===== src/rtl/char_hit_if.sv =====
// Game/video-side signal bundle for the character hit detector.
// The master drives the pixel and event inputs; the slave returns the hit status.
interface char_hit_if #(
   parameter int CNT_W = 12
);
   logic             start;
   logic             startOfFrame;
   logic             charDR;
   logic             ballDR;
   logic             charHit;
   logic             graceActive;
   logic [CNT_W-1:0] lastOverlap;

   modport master (
      output start, startOfFrame, charDR, ballDR,
      input  charHit, graceActive, lastOverlap
   );

   modport slave (
      input  start, startOfFrame, charDR, ballDR,
      output charHit, graceActive, lastOverlap
   );
endinterface


===== src/rtl/char_hit_detector.sv =====
// Counts character/ball overlap pixels per frame and raises one charHit
// pulse per game once a frame's overlap count reaches the threshold.
module char_hit_detector #(
   parameter int MIN_OVERLAP_PIX = 4,
   parameter int GRACE_FRAMES    = 60,
   parameter int CNT_W           = 12
) (
   input logic       clk,
   input logic       resetN,
   char_hit_if.slave bus
);

   localparam int GW = (GRACE_FRAMES < 2) ? 1 : $clog2(GRACE_FRAMES + 1);
   localparam logic [CNT_W-1:0] CMAX  = '1;
   localparam logic [CNT_W-1:0] MINV  = CNT_W'(MIN_OVERLAP_PIX);
   localparam logic [GW-1:0]    GLOAD = GW'(GRACE_FRAMES);

   typedef enum logic [1:0] {
      IDLE,
      GRACE,
      ARMED,
      HIT
   } state_t;

   state_t           state, stateNxt;
   logic [CNT_W-1:0] overlapCnt, cntNxt;
   logic [CNT_W-1:0] lastQ, lastNxt;
   logic [GW-1:0]    graceCnt, graceNxt;
   logic             hitQ, hitNxt;
   logic             ov;
   logic             sof;

   assign ov  = bus.charDR & bus.ballDR;
   assign sof = bus.startOfFrame;

   always_ff @(posedge clk or negedge resetN) begin
      if (!resetN) begin
         state      <= IDLE;
         overlapCnt <= '0;
         lastQ      <= '0;
         graceCnt   <= '0;
         hitQ       <= 1'b0;
      end else begin
         state      <= stateNxt;
         overlapCnt <= cntNxt;
         lastQ      <= lastNxt;
         graceCnt   <= graceNxt;
         hitQ       <= hitNxt;
      end
   end

   // start wins over any same-cycle SOF evaluation
   always_comb begin
      stateNxt = state;
      cntNxt   = overlapCnt;
      lastNxt  = lastQ;
      graceNxt = graceCnt;
      hitNxt   = 1'b0;
      if (bus.start) begin
         graceNxt = GLOAD;
         cntNxt   = '0;
         stateNxt = (GRACE_FRAMES == 0) ? ARMED : GRACE;
      end else begin
         unique case (state)
            IDLE: ;
            GRACE: begin
               cntNxt = '0;
               if (sof) begin
                  graceNxt = graceCnt - GW'(1);
                  if (graceCnt == GW'(1)) begin
                     stateNxt = ARMED;
                     cntNxt   = CNT_W'(ov);
                  end
               end
            end
            ARMED: begin
               if (sof) begin
                  lastNxt = overlapCnt;
                  cntNxt  = CNT_W'(ov);
                  if (overlapCnt >= MINV) begin
                     hitNxt   = 1'b1;
                     stateNxt = HIT;
                  end
               end else if (ov && (overlapCnt != CMAX)) begin
                  cntNxt = overlapCnt + CNT_W'(1);
               end
            end
            HIT: ;
            default: stateNxt = IDLE;
         endcase
      end
   end

   assign bus.charHit     = hitQ;
   assign bus.graceActive = (state == GRACE);
   assign bus.lastOverlap = lastQ;

endmodule

===== src/flat_wrapper.sv =====
// flat-port wrapper written by rule: the top's interface ports become plain ports
module char_hit_detector_flat 
#(
   parameter int MIN_OVERLAP_PIX = 4,
   parameter int GRACE_FRAMES    = 60,
   parameter int CNT_W           = 12
)
  (clk, resetN, bus_start, bus_startOfFrame, bus_charDR, bus_ballDR, bus_charHit, bus_graceActive, bus_lastOverlap);
  char_hit_if #(.CNT_W(CNT_W)) bus_i ();
  input logic clk;
  input logic resetN;
  input wire logic [$bits(bus_i.start)-1:0] bus_start;
  input wire logic [$bits(bus_i.startOfFrame)-1:0] bus_startOfFrame;
  input wire logic [$bits(bus_i.charDR)-1:0] bus_charDR;
  input wire logic [$bits(bus_i.ballDR)-1:0] bus_ballDR;
  output wire logic [$bits(bus_i.charHit)-1:0] bus_charHit;
  output wire logic [$bits(bus_i.graceActive)-1:0] bus_graceActive;
  output wire logic [$bits(bus_i.lastOverlap)-1:0] bus_lastOverlap;
  assign bus_i.start = bus_start;
  assign bus_i.startOfFrame = bus_startOfFrame;
  assign bus_i.charDR = bus_charDR;
  assign bus_i.ballDR = bus_ballDR;
  assign bus_charHit = bus_i.charHit;
  assign bus_graceActive = bus_i.graceActive;
  assign bus_lastOverlap = bus_i.lastOverlap;
  char_hit_detector #(.MIN_OVERLAP_PIX(MIN_OVERLAP_PIX), .GRACE_FRAMES(GRACE_FRAMES), .CNT_W(CNT_W)) u_core (.clk(clk), .resetN(resetN), .bus(bus_i));
endmodule

===== config.mk =====
export PLATFORM = sky130hd
export DESIGN_NAME = char_hit_detector_flat
export DESIGN_NICKNAME = d
export VERILOG_FILES = /design/src/rtl/char_hit_if.sv /design/src/rtl/char_hit_detector.sv /design/src/flat_wrapper.sv
export SDC_FILE = /design/constraint.sdc
export NUM_CORES = 1
export LEC_CHECK = 0
export CAP_MARGIN = 15
export CORE_ASPECT_RATIO = 0.5
export CORE_MARGIN = 8
export CORE_UTILIZATION = 57
export DETAILED_ROUTE_END_ITERATION = 6
export DONT_BUFFER_PORTS = 1
export PLACE_DENSITY = 0.72
export SLEW_MARGIN = 20
export SYNTH_ARGS = -nofsm -noshare
export SYNTH_HDL_FRONTEND = slang
export SYNTH_SLANG_ARGS = --single-unit

===== constraint.sdc =====
create_clock -name clk -period 3.45 [get_ports clk]
set_input_delay 0.69 -clock clk [delete_from_list [all_inputs] [get_ports clk]]
set_output_delay 0.69 -clock clk [all_outputs]
set_load 0.01 [all_outputs]

After elaboration in Yosys (flattened, before gate mapping)
Index checks and enable logic that the tools add are counted.
{"block": "classes", "n_addsub": 2, "magnitude_cmp": 1, "bitwise": 2, "n_shift": 0, "div_mod_pow": 0, "n_mux": 19, "reduce_logical": 8, "n_eq_ne": 9, "mul": 0}
{"op": "$mux W12", "n": 4}
{"op": "$pmux W12 S2", "n": 1}
{"op": "$mux W6", "n": 3}
{"op": "$add A12 B1 Y12 const B", "n": 1}
{"op": "$ge A12 B3 Y1 const B", "n": 1}
{"op": "$ne A12 B12 Y1 const B", "n": 1}
{"op": "$mux W2", "n": 5}
{"op": "$eq A6 B1 Y1 const B", "n": 1}
{"op": "$ne A3 B2 Y1 const B", "n": 2}
{"op": "$ne A3 B3 Y1 const B", "n": 2}
{"op": "$sub A6 B1 Y6 const B", "n": 1}
{"op": "$mux W1", "n": 5}
{"op": "$reduce_and A5 Y1", "n": 1}
{"op": "$ne A4 B3 Y1 const B", "n": 1}
{"op": "$pmux W2 S2", "n": 1}
{"op": "$reduce_and A2 Y1", "n": 2}
{"op": "$reduce_bool A2 Y1", "n": 2}
{"op": "$reduce_and A3 Y1", "n": 1}
{"op": "$reduce_bool A3 Y1", "n": 1}
{"op": "$eq A2 B1 Y1 const B", "n": 1}
{"op": "$eq A2 B2 Y1 const B", "n": 1}
{"op": "$and A1 B1 Y1", "n": 1}
{"op": "$logic_and A1 B1 Y1", "n": 1}
{"op": "$not A1 Y1", "n": 1}
{"block": "word_totals", "out_inout_bits": 14, "memories": 0, "register_bits": 33, "in_bits": 6, "latch_bits": 0, "mem_bits_rw": 0, "wordCells": 46, "romBits": 0}

Longest topological paths before layout
Gate-level depths: netlist of the first run.
{"block": "logic_depth", "depth_word": 6, "depth_mapped": 6, "depth_no_buf": 6}

Least setup slack after synthesis of the first run
OpenSTA, ideal clock, no wires.
{"block": "synth_timing", "path_type": "flip-flop to flip-flop", "from": "reg u_core.overlapCnt[1]", "to": "reg u_core.overlapCnt[0]", "path_buffers": 0, "arrival_ns": 1.593, "required_time_ns": 3.322, "slack_ns": 1.729, "stages_incl_launch_ff": 6, "cell_sequence": "dfrtp_1 ha_1 nand4_2 nor4_4 o21ai_1 mux2_1"}
{"block": "synth_via", "elab_chain_cells": 4}
{"item": "from (decl)", "line_no": "char_hit_detector.sv:26", "rtl": "logic [CNT_W-1:0] overlapCnt, cntNxt;"}
{"item": "from (signal assigned)", "line_no": "char_hit_detector.sv:45", "rtl": "overlapCnt <= cntNxt;"}
{"item": "$ne A12 B12 Y1", "line_no": "char_hit_detector.sv:84", "rtl": "end else if (ov && (overlapCnt != CMAX)) begin"}
{"item": "$logic_and A1 B1 Y1", "line_no": "char_hit_detector.sv:84"}
{"item": "$ne A4 B3 Y1 (no line)"}
{"item": "$reduce_and A2 Y1 (no line)"}
No other way between the ends.
A chain may end at the register's enable or synchronous reset.

Worst setup path after layout of the first run
Ends and elaborated chain as after synthesis.

==> results of run 1 <==
==> stage by stage <==
| stage | total power, mW | utilization |
|---|---|---|
| after floorplan | 0.445 | - |
| after global placement | 0.449 | 0.596 |
| after detailed placement | 0.451 | 0.596 |
| after CTS | 0.823 | 0.635 |
| after global routing | 0.852 | 0.635 |
| final | 0.814 | 0.635 |
==> worst reg2reg max path, stage by stage, from the launching register on <==
cell and delay (ns):
dfrtp_1 0.43, ha_1 0.25, nand4_2 0.16, nor4_4 0.53, o21ai_1 0.12, mux2_1 0.32
==> sequential cells by signal (all words and copies together), names as in the netlist <==
name,flops
u_core.graceCnt,6
u_core.overlapCnt,12
u_core.state,2
u_core.bus.lastOverlap,12
u_core.bus.charHit,1
==> worst paths after layout <==
path                                         to  slack, ns  cells after the start
setup / recovery           u_core.overlapCnt[0]       1.52                      5
hold / removal             u_core.overlapCnt[7]       0.09                      0
setup reg to reg           u_core.overlapCnt[0]       1.52                      5
hold reg to reg              u_core.graceCnt[4]       0.52                      2
max in group asynchronous    u_core.graceCnt[4]       3.27                      0
min in group clk             u_core.graceCnt[0]       0.47                      1
==> metal layers <==
layer  GRT usage  wire (um)  share of wire  up-vias
met5           0          0              0        -
met4      0.0545         34          0.010        0
met3      0.0592        232          0.069        5
met2       0.217       1450           0.43       26
met1       0.172       1650           0.49      593
li1            -          -              -      591
==> layout make-up <==
cell class | count | area, um^2 | share of cell area
clock buffer | 7 | 86.3 | 0.0459
tap | 40 | 50.0 | 0.0266
timing repair buffer | 1 | 7.51 | 0.00399
sequential | 33 | 826 | 0.439
inverter | 10 | 37.5 | 0.0200
multi-input combinational | 111 | 842 | 0.448
clock inverter | 1 | 30.0 | 0.0160
==> power by group <==
part / switching [mW] / internal [mW] / leakage [nW]
Sequential: 0.00824 / 0.394 / 0.435
Clock: 0.134 / 0.235 / 0.0585
Combinational: 0.0247 / 0.0174 / 0.338
Total: 0.167 / 0.647 / 0.832
==> layout by cell type, fill, tap and decap left out, drive strengths merged <==
cell type,n
dfrtp,33
nand2,14
mux2,13
inv,10
nor2,7
a21oi,7
clkbuf,7
nand3,6
nor3,5
nor4,5
o31ai,5
nand2b,4
or4,4
ha,4
o311ai,4
nand4,4
mux2i,3
o41ai,3
xor2,3
o21ai,3
and3,2
and4,2
xnor2,2
nor2b,1
and2b,1
o211ai,1
and3b,1
or3,1
o211a,1
a41o,1
a221oi,1
nand4b,1
a311oi,1
o21a,1
bufinv,1
buf,1
==> cells by family after synthesis <==
kind of cell    synth area share
simple gates               0.199
flops                      0.472
compound gates             0.128
buf+inv                   0.0458
mux                        0.101
xor+xnor                  0.0251
fa+ha+maj                 0.0286
==> results.toml, run 1 <==
[status]
status = "completed"

[cts]
post-cts-setup-buffer-count = 0
cts.sinks = 33
h-tree-depth = 2
cts-root-buf = "clkbuf_8"
post_cts_resized = 0
cts_buffer_depth = 2
clock_latency_ns = 0.28
ctsHoldBuffers = 0
cts_tree = "done"
clk_pin_slew_worst_paths_ns = 0.07
cts_buffers = 5

[pwr]
power_leakage_nw = 0.832
max-vdd-ir-drop_uv = 206
powerDensity_mw_per_mm2 = 433

[grt]
grtUsageTotal = 0.140
grt_pass1_vias = 1106
antenna_found_initial = 0
grt_max_degree = 34
grt_pass1_wl_mm = 5.46
grt.overflow.total = 0

[finish]
stdcell_area_mm2 = 0.00188
syn2layout_area_growth_pct = 7.52
final_nets = 172
n_fill_cell = 230
final_cells = 203
diodes = 0
drive_gt1_frac = 0.160

[floorplan]
die_y_um = 55.2
die_area_mm2 = 0.00520
pin_count = 20
rows = 14
core_mm2 = 0.00296
dieWidth_um = 94.3
initial_utilization = 0.590

[worst_setup_path]
critPathCaptureType = "register"
critPathBufInv = 0
critPathKind = "reg -> reg"
cpMaxStageDelayCell = "nor4_4"
cp-start-kind = "register"
path_cells = "ha_1, nand4_2, nor4_4, o21ai_1, mux2_1"
crit_fanout = 10
cp-startpoint = "u_core.overlapCnt[1]"
slowest_delay_ns = 0.53
cp.arrival_ns = 2.09
rr_startpoint = "u_core.overlapCnt[1]"
cp_top_family = "simple AND/OR/NAND/NOR gates"
crit_required_ns = 3.61

[synth]
synth_top_area_share = 0.472
synth_area_leader_cell = "dfrtp_1"
syn_inst = 162
synth_common_cells = "33 x dfrtp_1, 14 x nand2_1, 12 x mux2_2"
synth.distinct_cells = 42
syn_area_per_cell_um2 = 10.8
async_reset_ff_frac = 1.00
yosysWarnings = 0
synth_area_leaders = "dfrtp_1 47%, mux2_2 7.7%, nand2_1 3.0%"
synth_edf_count = 0
yosysSeqAreaShare = 0.472
yosysMostFrequentCell = "dfrtp_1"
ys_ff_latch = 33
syn_nets = 172
synth_area_mm2 = 0.00175
synth_top_flop_cell = "dfrtp_1"

[placement]
pre_cts_ws_ns = 1.52
placed_cell_area_mm2 = 0.00176
dp_hpwl_mm = 2.41
port_buffers = 0
place_inst = 195
place.gp.congestion = 0.841

[detailed_routing]
drt-total-wl_mm = 3.36
drc = 0
vias_per_cell = 5.99
vias = 1215
ant_nets = 0
firstDrtPassIters = 4
drt_iter0_markers = 80
wl_per_cell_um = 16.6

[sta]
period_needed_ns = 1.93
setup_viol_count_final = 0
clock.fmax_mhz = 518
slew_violations = 0
skew_ns = 0.0100
setup_ws_ns = 1.52
worstMarginPinSlew_ns = 0.561
rsz0062_at_grt = "false"
slew_headroom = 0.625
holdWs_ns = 0.0928
hold_viol = 0
fin_tns_setup_ns = 0
fin_crit_sh = 0.559

[hold_path]
hold_path_class = "in -> async"

[job]
cap_viol_max_count = 0
No activity file was read; power rests on OpenSTA's default activity.
==> run 2, diff against run 1 <==
- CORE_UTILIZATION: 57 -> 56
- PLACE_DENSITY: 0.72 -> 0.74
- clock period: 3.45 -> 1.7 ns (I/O delays scaled with it)
==> run 2 against run 1 <==
Net effect:
- maximum frequency is 19% higher
- cell area is 9.3% higher
- non-clock buffer count is 23 higher
- largest cell class unchanged
- critical path depth is 1 lower
- largest power group unchanged
==> results.toml, run 2 (synthesis gave the netlist of run 1 again) <==
[sta]
skew_ns = 0.00522
fin_crit_sh = 0.957
setup_ws_ns = 0.0733
setup_viol_count_final = 0
slew_headroom = 0.673
holdWs_ns = 0.115
hold_viol = 0
fin_tns_setup_ns = 0
rsz0062_at_grt = "true"
worstMarginPinSlew_ns = 0.487
clock.fmax_mhz = 615
slew_violations = 0
period_needed_ns = 1.63

[placement]
dp_hpwl_mm = 2.52
placed_cell_area_mm2 = 0.00191
port_buffers = 0
place_inst = 214
pre_cts_ws_ns = -0.00452
place.gp.congestion = 0.857

[floorplan]
rows = 14
die_area_mm2 = 0.00527
core_mm2 = 0.00300
dieWidth_um = 95.0
initial_utilization = 0.584
die_y_um = 55.5
pin_count = 20

[worst_setup_path]
critPathCaptureType = "register"
cp.arrival_ns = 1.79
worstRegToRegCells = 4
critPathKind = "reg -> reg"
crit_required_ns = 1.86
crit_fanout = 8
cp-start-kind = "register"

[finish]
final_common_cell = "dfrtp_1"
final_nets = 195
diodes = 0
final_cells = 226
stdcell_area_mm2 = 0.00205
n_fill_cell = 226
syn2layout_area_growth_pct = 17.5
final_cell_mix = "31 x dfrtp_1, 22 x buf_4, 14 x nand2_1"
utilization = 0.686
drive_gt1_frac = 0.274

[cts]
clock_latency_ns = 0.29
cts_buffer_depth = 2
cts_buffers = 5
h-tree-depth = 2
cts-root-buf = "clkbuf_8"
clk_pin_slew_worst_paths_ns = 0.06
cts_tree = "done"
cts.sinks = 33

[detailed_routing]
vias_per_cell = 5.75
drc = 0
drt_iter0_markers = 59
wl_per_cell_um = 15.5
firstDrtPassIters = 4
ant_nets = 0
drt-total-wl_mm = 3.51
vias = 1300

[job]
cap_viol_max_count = 0

[hold_path]
hold_path_class = "in -> reg"
hold_depth = 1

[pwr]
power_leakage_nw = 0.943
max-vdd-ir-drop_uv = 470
powerDensity_mw_per_mm2 = 770
finalPower_mw = 1.58

[grt]
grt_pass1_vias = 1239
grt_pass1_wl_mm = 5.84
grt.overflow.total = 0
grtUsageTotal = 0.141
antenna_found_initial = 0
grt_max_degree = 34

[status]
status = "completed"
[run 2: what timing repair did]
action                                  4_1_cts  5_1_grt
pin swaps                                     1        2
hold endpoints to repair                     33        0
gates resized for setup                       0        2
buffers inserted                              0        2
endpoints found under the setup margin        1        2
hold buffers                                  2        0
[run 2: routing by layer]
layer  GRT usage  part of all wire
met5           0                 0
met4      0.0396            0.0063
met3      0.0498             0.058
met2       0.208              0.44
met1       0.188              0.49
[run 2: path summary, 6_finish.rpt]
path / startpoint / to / slack, ns
worst max-delay path: u_core.state[1] / u_core.overlapCnt[0] / 0.07
worst min-delay path: bus_start / u_core.graceCnt[1] / 0.12
worst max register to register: u_core.state[1] / u_core.overlapCnt[0] / 0.07
worst min register to register: u_core.graceCnt[4] / u_core.graceCnt[4] / 0.54
max in group asynchronous: resetN / u_core.state[1] / 1.02
min in group asynchronous: resetN / u_core.overlapCnt[3] / 0.50
[run 2: worst max-delay path: stages (launching register included)]
cell      delay, ns
dfrtp_2        0.43
and2b_1        0.21
o311ai_4       0.43
o21ai_1        0.11
mux2_1         0.32
[run 2: layout make-up]
cell class                 count  area, um^2  share of cell area
clock buffer                   7        96.3              0.0469
clock inverter                 1        5.00             0.00244
inverter                      10        37.5              0.0183
multi-input combinational    111         842               0.410
sequential                    33         828               0.403
tap                           40        50.0              0.0244
timing repair buffer          24         195              0.0950
[run 2: power by group]
group	internal, mW	total [mW]	switching, mW
registers	0.799	0.814	0.0144
clock network	0.366	0.646	0.280
logic	0.0537	0.122	0.0679
total	1.22	1.58	0.363
==> run 3, diff against run 2 <==
- CORE_UTILIZATION: 56 -> 57
- HOLD_SLACK_MARGIN: unset -> 0.02
- PLACE_DENSITY: 0.74 -> 0.72
- clock period: 1.7 -> 2 ns (I/O delays scaled with it)
==> run 3 against run 2 <==
Net effect:
- worst setup slack improved by 0.12 ns
- highest routed layer unchanged
- non-clock buffer count fell by 18
- largest cell class unchanged
- clock power fell by 14%
==> results.toml, run 3 (synthesis gave the netlist of run 1 again) <==
[status]
status = "completed"

[detailed_routing]
met1_length_mm = 1.64
ant_nets = 0
vias = 1247
vias_per_cell = 6.00
firstDrtPassIters = 4
wl_met3_um = 257
drt_iter0_markers = 38
topRoutingLayerUsed = "met4"
met2WireLength_mm = 1.54
wl_per_cell_um = 16.8
drt-total-wl_mm = 3.49
drc = 0

[worst_setup_path]
cp-start-kind = "register"
cp.arrival_ns = 2.01
crit_fanout = 13
crit_required_ns = 2.20
rr_startpoint = "u_core.state[0]"
critPathCaptureType = "register"
critPathKind = "reg -> reg"
cp-startpoint = "u_core.state[0]"

[placement]
pre_cts_ws_ns = 0.211
place.gp.congestion = 0.833
placed_cell_area_mm2 = 0.00179
dp_hpwl_mm = 2.45
port_buffers = 0

[finish]
final_common_cell = "dfrtp_1"
stdcell_area_mm2 = 0.00192
diodes = 0
drive_gt1_frac = 0.185
syn2layout_area_growth_pct = 9.66
final_nets = 177
final_cell_mix = "33 x dfrtp_1, 14 x nand2_1, 12 x mux2_2"

[sta]
slew_violations = 0
hold_viol = 0
setup_viol_count_final = 0
rsz0062_at_grt = "false"
setup_ws_ns = 0.193
fin_crit_sh = 0.904
worstMarginPinSlew_ns = 0.532
fin_tns_setup_ns = 0
clock.fmax_mhz = 553
slew_headroom = 0.644
period_needed_ns = 1.81
skew_ns = 0.00338

[cts]
cts-root-buf = "clkbuf_8"
cts_buffers = 5
clk_pin_slew_worst_paths_ns = 0.07
post_cts_resized = 0
cts_buffer_depth = 2
clock_latency_ns = 0.29
h-tree-depth = 2
cts_tree = "done"
cts.sinks = 33

[grt]
grt.overflow.total = 0
grt_pass1_vias = 1194
grtUsageTotal = 0.151
grt_max_degree = 34
grt_pass1_wl_mm = 5.86
antenna_found_initial = 0

[floorplan]
die_area_mm2 = 0.00520
initial_utilization = 0.590
die_y_um = 55.2
dieWidth_um = 94.3
core_mm2 = 0.00296
rows = 14
pin_count = 20

[pwr]
max-vdd-ir-drop_uv = 441
finalPower_mw = 1.34
power_leakage_nw = 0.857
powerDensity_mw_per_mm2 = 697

[job]
cap_viol_max_count = 0

[hold_path]
hold_path_class = "in -> reg"
worstHoldStart = "bus_start"
## run 3: area by class of cell
class / count / area (um^2)
timing repair buffer: 6 / 60.1
clock inverter: 1 / 5.00
sequential: 33 / 826
fill: 240 / 1040
inverter: 10 / 37.5
clock buffer: 7 / 96.3
tap: 40 / 50.0
multi-input combinational: 111 / 842
## run 3: through the flow
| stage | hold slack (ns) | instances | utilization |
|---|---|---|---|
| floorplan | 0.104 | 162 | - |
| global placement | 0.105 | 198 | 0.603 |
| detailed placement | 0.106 | 198 | 0.603 |
| CTS | 0.163 | 208 | 0.648 |
| global route | 0.160 | 208 | 0.648 |
| finish | 0.170 | 208 | 0.648 |
## run 3: path summary, 6_finish.rpt
path,endpoint,depth (start not counted),slack (ns)
min in group asynchronous,u_core.bus.lastOverlap[5],2,0.55
setup reg to reg,u_core.overlapCnt[2],4,0.19
setup / recovery,u_core.overlapCnt[2],4,0.19
max in group asynchronous,u_core.bus.lastOverlap[3],2,1.27
hold reg to reg,u_core.graceCnt[5],2,0.52
hold / removal,u_core.graceCnt[0],1,0.17
## run 3: layer usage
metal / vias up / global-route usage
met5: - / 0
met2: 28 / 0.232
met3: 7 / 0.0606
met4: 0 / 0.0753
met1: 607 / 0.184
li1: 605 / -
## run 3: power by group
group | switching (mW) | internal [mW]
logic | 0.0544 | 0.0363
registers | 0.0132 | 0.679
clock network | 0.242 | 0.311
## run 3: timing repair
item	4_1_cts	5_1_grt
hold buffers	2	0
buffers inserted	0	0
hold endpoints to repair	33	0
## run 3: worst max-delay path, stage by stage (launching register included)
cell	delay (ns)
dfrtp_1	0.45
nor2b_4	0.37
o311ai_4	0.22
or4_1	0.51
a21oi_1	0.19
